<file path="config.mk">
export PLATFORM = sky130hd
export DESIGN_NAME = ahb_sram_slave_flat
export DESIGN_NICKNAME = d
export VERILOG_FILES = /design/src/rtl/ahb_sram_slave_pkg.sv /design/src/rtl/ahb_sram_slave_if.sv /design/src/rtl/ahb_sram_slave_ben_decode.sv /design/src/rtl/ahb_sram_slave.sv /design/src/flat_wrapper.sv
export SDC_FILE = /design/constraint.sdc
export NUM_CORES = 1
export LEC_CHECK = 0
export BUFFER_PORTS_ARGS = -buffer_cell sky130_fd_sc_hd__buf_2
export CAP_MARGIN = 40
export CELL_PAD_IN_SITES_DETAIL_PLACEMENT = 0
export CELL_PAD_IN_SITES_GLOBAL_PLACEMENT = 1
export CORE_MARGIN = 2
export CORE_UTILIZATION = 25
export DETAILED_ROUTE_END_ITERATION = 8
export PLACE_DENSITY = 0.95
export RECOVER_POWER = 100
export SLEW_MARGIN = 25
export SYNTH_ARGS = -nofsm -noshare
export SYNTH_HDL_FRONTEND = slang
export SYNTH_SLANG_ARGS = --single-unit
</file>
<file path="constraint.sdc">
create_clock -name HCLK -period 4.35 [get_ports HCLK]
set_clock_uncertainty 0.1 [all_clocks]
set_input_delay 0.2175 -clock HCLK [delete_from_list [all_inputs] [get_ports HCLK]]
set_output_delay 0.2175 -clock HCLK [all_outputs]
set_load 0.03 [all_outputs]
</file>
<file path="src/rtl/ahb_sram_slave_pkg.sv">
// Shared types for the AHB-Lite SRAM subordinate: transfer types, size codes
// and the data-phase state encoding.
package ahb_sram_slave_pkg;

  typedef enum logic [1:0] {
    HTRANS_IDLE   = 2'b00,
    HTRANS_BUSY   = 2'b01,
    HTRANS_NONSEQ = 2'b10,
    HTRANS_SEQ    = 2'b11
  } htrans_t;

  localparam logic [2:0] HSIZE_BYTE = 3'b000;
  localparam logic [2:0] HSIZE_HALF = 3'b001;
  localparam logic [2:0] HSIZE_WORD = 3'b010;

  typedef enum logic [2:0] {
    S_IDLE,
    S_WRITE,
    S_READ,
    S_RD_WAIT,
    S_ERR1,
    S_ERR2
  } ahb_sram_state_t;

  // Only NONSEQ and SEQ carry real data; IDLE and BUSY never touch the SRAM.
  function automatic logic isActive(htrans_t trans);
    return (trans == HTRANS_NONSEQ) || (trans == HTRANS_SEQ);
  endfunction

endpackage

</file>
<file path="src/rtl/ahb_sram_slave_if.sv">
// Bus bundle between an AHB-Lite manager, this SRAM subordinate and the SRAM macro.
// The slave modport is the subordinate's view; master is the manager/SRAM side.
interface ahb_sram_slave_if #(
  parameter int ADDR_W = 32
);

  logic                          HSEL;
  logic [ADDR_W-1:0]             HADDR;
  ahb_sram_slave_pkg::htrans_t   HTRANS;
  logic                          HWRITE;
  logic [2:0]                    HSIZE;
  logic [31:0]                   HWDATA;
  logic                          HREADY;
  logic [31:0]                   HRDATA;
  logic                          HREADYOUT;
  logic                          HRESP;

  logic                          sram_cen;
  logic                          sram_wen;
  logic [3:0]                    sram_ben;
  logic [ADDR_W-1:0]             sram_addr;
  logic [31:0]                   sram_din;
  logic [31:0]                   sram_dout;

  modport slave (
    input  HSEL, HADDR, HTRANS, HWRITE, HSIZE, HWDATA, HREADY, sram_dout,
    output HRDATA, HREADYOUT, HRESP, sram_cen, sram_wen, sram_ben, sram_addr, sram_din
  );

  modport master (
    output HSEL, HADDR, HTRANS, HWRITE, HSIZE, HWDATA, HREADY, sram_dout,
    input  HRDATA, HREADYOUT, HRESP, sram_cen, sram_wen, sram_ben, sram_addr, sram_din
  );

endinterface

</file>
<file path="src/rtl/ahb_sram_slave_ben_decode.sv">
// Byte-lane decoder: turns the low address bits and HSIZE into active-low
// SRAM byte enables and flags transfers that are not naturally aligned.
// Sizes above a word are handled as a word.
module ahb_ben_decode
  import ahb_sram_slave_pkg::*;
(
  input  logic [1:0] addr_i,
  input  logic [2:0] hsize_i,
  output logic [3:0] ben_o,
  output logic       alignErr_o
);

  logic [3:0] laneMask;

  // Select the active lanes; a[0] is ignored for halves and a[1:0] for words,
  // so a misaligned access still maps onto an aligned lane group.
  always_comb begin
    laneMask   = 4'hF;
    alignErr_o = 1'b0;
    case (hsize_i)
      HSIZE_BYTE: laneMask = 4'b0001 << addr_i;
      HSIZE_HALF: begin
        laneMask   = 4'b0011 << {addr_i[1], 1'b0};
        alignErr_o = addr_i[0];
      end
      default: begin
        laneMask   = 4'hF;
        alignErr_o = |addr_i;
      end
    endcase
    ben_o = ~laneMask;
  end

endmodule

</file>
<file path="src/rtl/ahb_sram_slave.sv">
// AHB-Lite subordinate fronting a single-port synchronous SRAM (1-cycle read).
// Reads are issued in the address phase so they are zero-wait; a read that
// follows a write is pushed one cycle past the write and costs one wait state.
// Optional macro AHB_SRAM_ERR_EN: misaligned or out-of-range transfers get the
// two-cycle ERROR response instead of wrapping.
module ahb_sram_slave
  import ahb_sram_slave_pkg::*;
#(
  parameter int ADDR_W    = 32,
  parameter int MEM_BYTES = 2**16
) (
  input  logic             HCLK,
  input  logic             HRESETn,
  ahb_sram_slave_if.slave  bus
);

  localparam logic [ADDR_W-1:0] ADDR_MASK = ADDR_W'(MEM_BYTES - 1);

  ahb_sram_state_t   state_q, state_d;
  logic [ADDR_W-1:0] addr_q, addr_d;
  logic [3:0]        ben_q, ben_d;

  logic              accept;
  logic              accErr;
  logic              addrPhaseRead;
  logic              alignErr;
  logic [3:0]        benDec;
  logic [ADDR_W-1:0] haddrWrapped;

  assign haddrWrapped = bus.HADDR & ADDR_MASK;
  assign accept       = bus.HSEL & bus.HREADY & isActive(bus.HTRANS);

  ahb_ben_decode uBenDecode (
    .addr_i     (bus.HADDR[1:0]),
    .hsize_i    (bus.HSIZE),
    .ben_o      (benDec),
    .alignErr_o (alignErr)
  );

`ifdef AHB_SRAM_ERR_EN
  assign accErr = accept & (alignErr | (|(bus.HADDR & ~ADDR_MASK)));
`else
  logic unusedAlignErr;
  assign unusedAlignErr = alignErr;
  assign accErr         = 1'b0;
`endif

  // The port is busy with a write in S_WRITE, so a read accepted then waits.
  assign addrPhaseRead = accept & ~bus.HWRITE & ~accErr & (state_q != S_WRITE);

  // Data-phase register: state plus the captured address and lane enables.
  always_ff @(posedge HCLK or negedge HRESETn) begin
    if (!HRESETn) begin
      state_q <= S_IDLE;
      addr_q  <= '0;
      ben_q   <= 4'hF;
    end else begin
      state_q <= state_d;
      addr_q  <= addr_d;
      ben_q   <= ben_d;
    end
  end

  // Next state: self-timed wait/error cycles advance alone, otherwise follow the accepted transfer.
  always_comb begin
    state_d = state_q;
    addr_d  = addr_q;
    ben_d   = ben_q;
    case (state_q)
      S_RD_WAIT: state_d = S_READ;
      S_ERR1:    state_d = S_ERR2;
      default: begin
        if (bus.HREADY) begin
          if (!accept) begin
            state_d = S_IDLE;
          end else if (accErr) begin
            state_d = S_ERR1;
          end else begin
            addr_d = haddrWrapped;
            ben_d  = benDec;
            if (bus.HWRITE)             state_d = S_WRITE;
            else if (state_q == S_WRITE) state_d = S_RD_WAIT;
            else                        state_d = S_READ;
          end
        end
      end
    endcase
  end

  // Bus response and SRAM strobes; the chip enable is held off whenever reset is asserted.
  always_comb begin
    bus.HREADYOUT = 1'b1;
    bus.HRESP     = 1'b0;
    bus.HRDATA    = '0;
    bus.sram_cen  = 1'b1;
    bus.sram_wen  = 1'b1;
    bus.sram_ben  = 4'hF;
    bus.sram_addr = addr_q;
    bus.sram_din  = bus.HWDATA;
    case (state_q)
      S_WRITE: begin
        bus.sram_cen = 1'b0;
        bus.sram_wen = 1'b0;
        bus.sram_ben = ben_q;
      end
      S_READ: bus.HRDATA = bus.sram_dout;
      S_RD_WAIT: begin
        bus.sram_cen  = 1'b0;
        bus.sram_ben  = 4'h0;
        bus.HREADYOUT = 1'b0;
      end
`ifdef AHB_SRAM_ERR_EN
      S_ERR1: begin
        bus.HREADYOUT = 1'b0;
        bus.HRESP     = 1'b1;
      end
      S_ERR2: bus.HRESP = 1'b1;
`endif
      default: ;
    endcase
    if (addrPhaseRead) begin
      bus.sram_cen  = 1'b0;
      bus.sram_wen  = 1'b1;
      bus.sram_ben  = 4'h0;
      bus.sram_addr = haddrWrapped;
    end
    if (!HRESETn) begin
      bus.sram_cen = 1'b1;
      bus.sram_wen = 1'b1;
      bus.sram_ben = 4'hF;
    end
  end

endmodule
</file>
<file path="src/flat_wrapper.sv">
// flat-port wrapper written by rule: the top's interface ports become plain ports
module ahb_sram_slave_flat import ahb_sram_slave_pkg::*;
#(
  parameter int ADDR_W    = 32,
  parameter int MEM_BYTES = 2**16
)
  (HCLK, HRESETn, bus_HSEL, bus_HADDR, bus_HTRANS, bus_HWRITE, bus_HSIZE, bus_HWDATA, bus_HREADY, bus_sram_dout, bus_HRDATA, bus_HREADYOUT, bus_HRESP, bus_sram_cen, bus_sram_wen, bus_sram_ben, bus_sram_addr, bus_sram_din);
  ahb_sram_slave_if #(.ADDR_W(ADDR_W)) bus_i ();
  input  logic HCLK;
  input  logic HRESETn;
  input wire logic [$bits(bus_i.HSEL)-1:0] bus_HSEL;
  input wire logic [$bits(bus_i.HADDR)-1:0] bus_HADDR;
  input wire logic [$bits(bus_i.HTRANS)-1:0] bus_HTRANS;
  input wire logic [$bits(bus_i.HWRITE)-1:0] bus_HWRITE;
  input wire logic [$bits(bus_i.HSIZE)-1:0] bus_HSIZE;
  input wire logic [$bits(bus_i.HWDATA)-1:0] bus_HWDATA;
  input wire logic [$bits(bus_i.HREADY)-1:0] bus_HREADY;
  input wire logic [$bits(bus_i.sram_dout)-1:0] bus_sram_dout;
  output wire logic [$bits(bus_i.HRDATA)-1:0] bus_HRDATA;
  output wire logic [$bits(bus_i.HREADYOUT)-1:0] bus_HREADYOUT;
  output wire logic [$bits(bus_i.HRESP)-1:0] bus_HRESP;
  output wire logic [$bits(bus_i.sram_cen)-1:0] bus_sram_cen;
  output wire logic [$bits(bus_i.sram_wen)-1:0] bus_sram_wen;
  output wire logic [$bits(bus_i.sram_ben)-1:0] bus_sram_ben;
  output wire logic [$bits(bus_i.sram_addr)-1:0] bus_sram_addr;
  output wire logic [$bits(bus_i.sram_din)-1:0] bus_sram_din;
  assign bus_i.HSEL = bus_HSEL;
  assign bus_i.HADDR = bus_HADDR;
  assign bus_i.HTRANS = bus_HTRANS;
  assign bus_i.HWRITE = bus_HWRITE;
  assign bus_i.HSIZE = bus_HSIZE;
  assign bus_i.HWDATA = bus_HWDATA;
  assign bus_i.HREADY = bus_HREADY;
  assign bus_i.sram_dout = bus_sram_dout;
  assign bus_HRDATA = bus_i.HRDATA;
  assign bus_HREADYOUT = bus_i.HREADYOUT;
  assign bus_HRESP = bus_i.HRESP;
  assign bus_sram_cen = bus_i.sram_cen;
  assign bus_sram_wen = bus_i.sram_wen;
  assign bus_sram_ben = bus_i.sram_ben;
  assign bus_sram_addr = bus_i.sram_addr;
  assign bus_sram_din = bus_i.sram_din;
  ahb_sram_slave #(.ADDR_W(ADDR_W), .MEM_BYTES(MEM_BYTES)) u_core (.HCLK(HCLK), .HRESETn(HRESETn), .bus(bus_i));
endmodule
</file>
==> run summary <==
The DRC violation count after routing came out at 0. Counting every instance in the synthesized netlist gives roughly 190. The ratio of routed vias to standard cells is 4.02. The maximum ir drop on the vdd rail came out at 0.192 mV. The global routing stage identified its most utilized layer as met2.

The register-to-register path setup slack came out at 1.23 ns. Of the total power, combinational logic draws 0.394. The clock tree from TritonCTS is built. Of the synthesized area, sequential elements account for 0.300. The worst-case setup margin in the final layout is 1.23 ns. STA classifies the critical path endpoint as a flip-flop.

The first global-routing pass estimated 6190 um of wire. The via count of the first global-routing pass came out at 1413. Including well taps, the total number of placed cells is 361. In this run the number of H-tree levels came out at 1. The worst hold path cell count is 2. In this run the worst path has a maximum fanout of 11. The effective utilization at floorplan is 0.254.

After synthesis, the cell types taking the most area are dfrtp_1 25%, buf_4 19%, mux2_4 16%. The met3 layer usage reported by global route is 0.0181. The met1 capacity usage during global routing is 0.104. In the global route stage, met2 resource usage came out at 0.160. The destination of the worst hold path is u_core.addr_q[15]$_DFFE_PN0P_.

The aggregate global routing overflow is 0. The flow ran to the end, but the final reports show violations. The launch instance of the worst register-to-register path is u_core.state_q[2]$_DFFE_PN0P_. Input and output buffers added on the ports amount to 111. In this run the deepest clock path goes through 2 buffers.

The fmax is 320 MHz. The switching power total came out at 257 uW. The clock latency of the later-clocked register in the worst-skew pair came out at 0.26 ns.

At the pin with the least slew margin, the transition time is around 1.9 ns. Max-cap violations in this run came to 1. The clock group share of total power came out at 0.200. For the worst setup path, the data required time is approximately 4.4 ns.

The number of clock sinks came out at 23. The path type of the worst min-delay path is in -> reg. For the finished layout, the period the worst path requires is 3.12 ns.

The fraction of power spent switching nets is 0.386. The sequential power share is 0.406. The HPWL after detailed placement is 3280 um.

The leakage power figure came out at 0.00107 uW. The max-slew violation count came out at 12. The area added between synthesis and finish is 14.0%.

Cell internal power was estimated by the tool at a little over 400 uW. 0 antenna diodes ended up in the layout. The antenna violation net count after detailed routing came out at 0. The final clock period utilization by the worst path came out at 0.718.

The path type of the worst setup path is reg -> reg. The depth of the worst register-to-register path came out at 4. The number of setup violations in the final report is 0. Post-CTS repair changed the size of 0 cells. The number of inserted filler cells in the final layout came out at 815.

In this run the most critical hold path is launched from bus_HADDR[15]. The synthesized design contains 23 register bits. The count of endpoints failing hold in the final timing report is 0. The mean routed wirelength per cell is 11.1 um. In this run, CTS created clock tree buffers numbering 3. The die outline width came out at ~92 um.

The initial antenna violation count came out at 0. Timing analysis after detailed placement gives a worst setup slack of 2.10 ns. The iteration count of the initial detailed-routing pass came out at 3. The number of rows in the core area is 32.

The final layout contains routed wiring with a total length of 4060 um. After synthesis, the mean cell area works out to between 10 and 15 um^2. The clock-pin slew reported for the worst setup and hold paths after clock tree synthesis came out at 0.09 ns. The worst flop-to-flop path endpoint is u_core.addr_q[7]$_DFFE_PN0P_. The multi-input combinational cell area came out at 891 um^2.

The number of design-rule violations left by the first detailed-router iteration is 24. The total global-route track usage is 0.0882. The share of final-layout standard cells stronger than drive strength 1 came out at 0.371. 210 I/O pins were placed.

The worst slew margin relative to its limit is -0.261. Entering global routing, the biggest net connects 33 pins. The floorplan die height came out at approximately 90 um. The final reports fail on capacitance limit, slew limit. STA classifies the critical path startpoint as a flip-flop. The weighted congestion reported at the end of routability-driven placement came out at 0.672.

The final layout contains between 300 and 400 nets. The total die area came out at 8460 um^2. The share of the core filled with cells came out at 0.290. Yosys mapped the design onto 30 distinct sky130hd cell types.

The hold buffer count at cts is 1. The data arrival time of the critical path is between 3 and 4 ns. The cell area that synthesis handed to floorplanning was 1940 um^2. The number of setup buffers added after CTS is 0. The total number of vias came out at ~1.5k. The biggest area contributor in the post-synthesis netlist is dfrtp_1. The placeable core region is 7610 um^2.

Yosys printed 0 warnings. The tree is rooted in a clkbuf_8. The total power density per cell area came out at ~300 nW/um^2. The area occupied by registers came out at 581 um^2. The share of the synthesized area in the top cell type is 0.246. Setup repair after global routing left no endpoint under its margin. The sum of negative setup slack came out at 0 ns. The post-layout instance count excluding filler cells is about 370.
-- synthesized netlist by cell type, drive strengths merged --
library cell   n
nor2           3
nand2          2
dfrtp         19
a31oi          1
and2b          1
nand2b         1
nor3           1
o21ai          6
and4b          1
mux2i          4
nand3          1
nand3b         1
conb           1
a211o          1
o21bai         1
and2          33
mux2          32
buf           52
dfstp          4
nor2b          3
nor3b          4
clkbuf         3
a22o           1
a21o           4
inv            5
-- layout by cell type (no fill, tap or decap), types with 5 or more instances in the layout --
master,synthesis,routed
buf_2,0,84
mux2_1,12,28
clkbuf_1,3,28
and2_1,33,20
dfrtp_1,19,19
conb_1,1,17
and2_0,0,13
o21ai_0,5,6
inv_1,5,5
-- state kept, by name (all words and copies together) (netlist names) --
name / count
u_core.addr_q: 16
u_core.ben_q: 4
u_core.state_q: 3
-- worst max path at each step --
stage | slack, ns | start | endpoint | depth (start not counted)
after global routing | 0.95 | HRESETn | bus_sram_ben[1] | 5
after floorplan | 2.52 | u_core.state_q[2]$_DFFE_PN0P_ | u_core.addr_q[10]$_DFFE_PN0P_ | 4
after detailed placement | 2.10 | u_core.state_q[2]$_DFFE_PN0P_ | u_core.addr_q[13]$_DFFE_PN0P_ | 4
after global placement | 2.02 | u_core.state_q[0]$_DFFE_PN0P_ | bus_sram_addr[2] | 4
final | 1.23 | u_core.state_q[2]$_DFFE_PN0P_ | u_core.addr_q[7]$_DFFE_PN0P_ | 4
after CTS | 1.99 | u_core.state_q[1]$_DFFE_PN0P_ | bus_HRDATA[21] | 4
-- logic make-up (layout without fill, tap and decap cells) --
group	after synthesis	in the layout	synth area share
compound gates	14	14	0.0472
buf+inv	60	123	0.223
flops	23	23	0.300
mux	36	36	0.246
simple gates	51	51	0.182
other cells	1	17	0.00194
-- layout make-up --
class                   instances  share of cell area
multi-input cells             118               0.404
inverters                       5             0.00850
well taps                     102              0.0578
repair buffers                114               0.246
clock buffers                   3              0.0187
flip-flops and latches         23               0.263
clock inverters                 1             0.00227
-- routing by layer --
metal | part of all wire | routed length [um] | up-vias
li1 | - | - | 699
met1 | 0.40 | 1610 | 680
met2 | 0.49 | 1990 | 88
met3 | 0.11 | 428 | 6
met4 | 0.0062 | 25 | 0
met5 | 0 | 0 | -
-- per-stage QoR --
stage / hold WS, ns / cell area [um^2] / power (uW)
after floorplan: -0.178 / 2000 / 551
after global placement: 0.135 / 2280 / 563
after detailed placement: 0.149 / 2290 / 570
after CTS: 0.0729 / 2350 / 713
after global routing: 0.0764 / 2210 / 708
final: 0.0784 / 2210 / 666
-- critical path: stages, from the launching register on --
cell and delay, ns:
dfrtp_1 0.45, nor3b_1 0.20, nor3b_1 1.47, buf_4 0.42, mux2_1 0.35
-- power groups by stage --
stage               Sequential (uW)  Clock [uW]  Combinational, uW
floorplan                       269           0                282
global route                    275         152                281
detailed placement              276           0                294
finish                          270         133                262
CTS                             273         144                296
global placement                274           0                289
No activity file was read; power rests on OpenSTA's default activity.
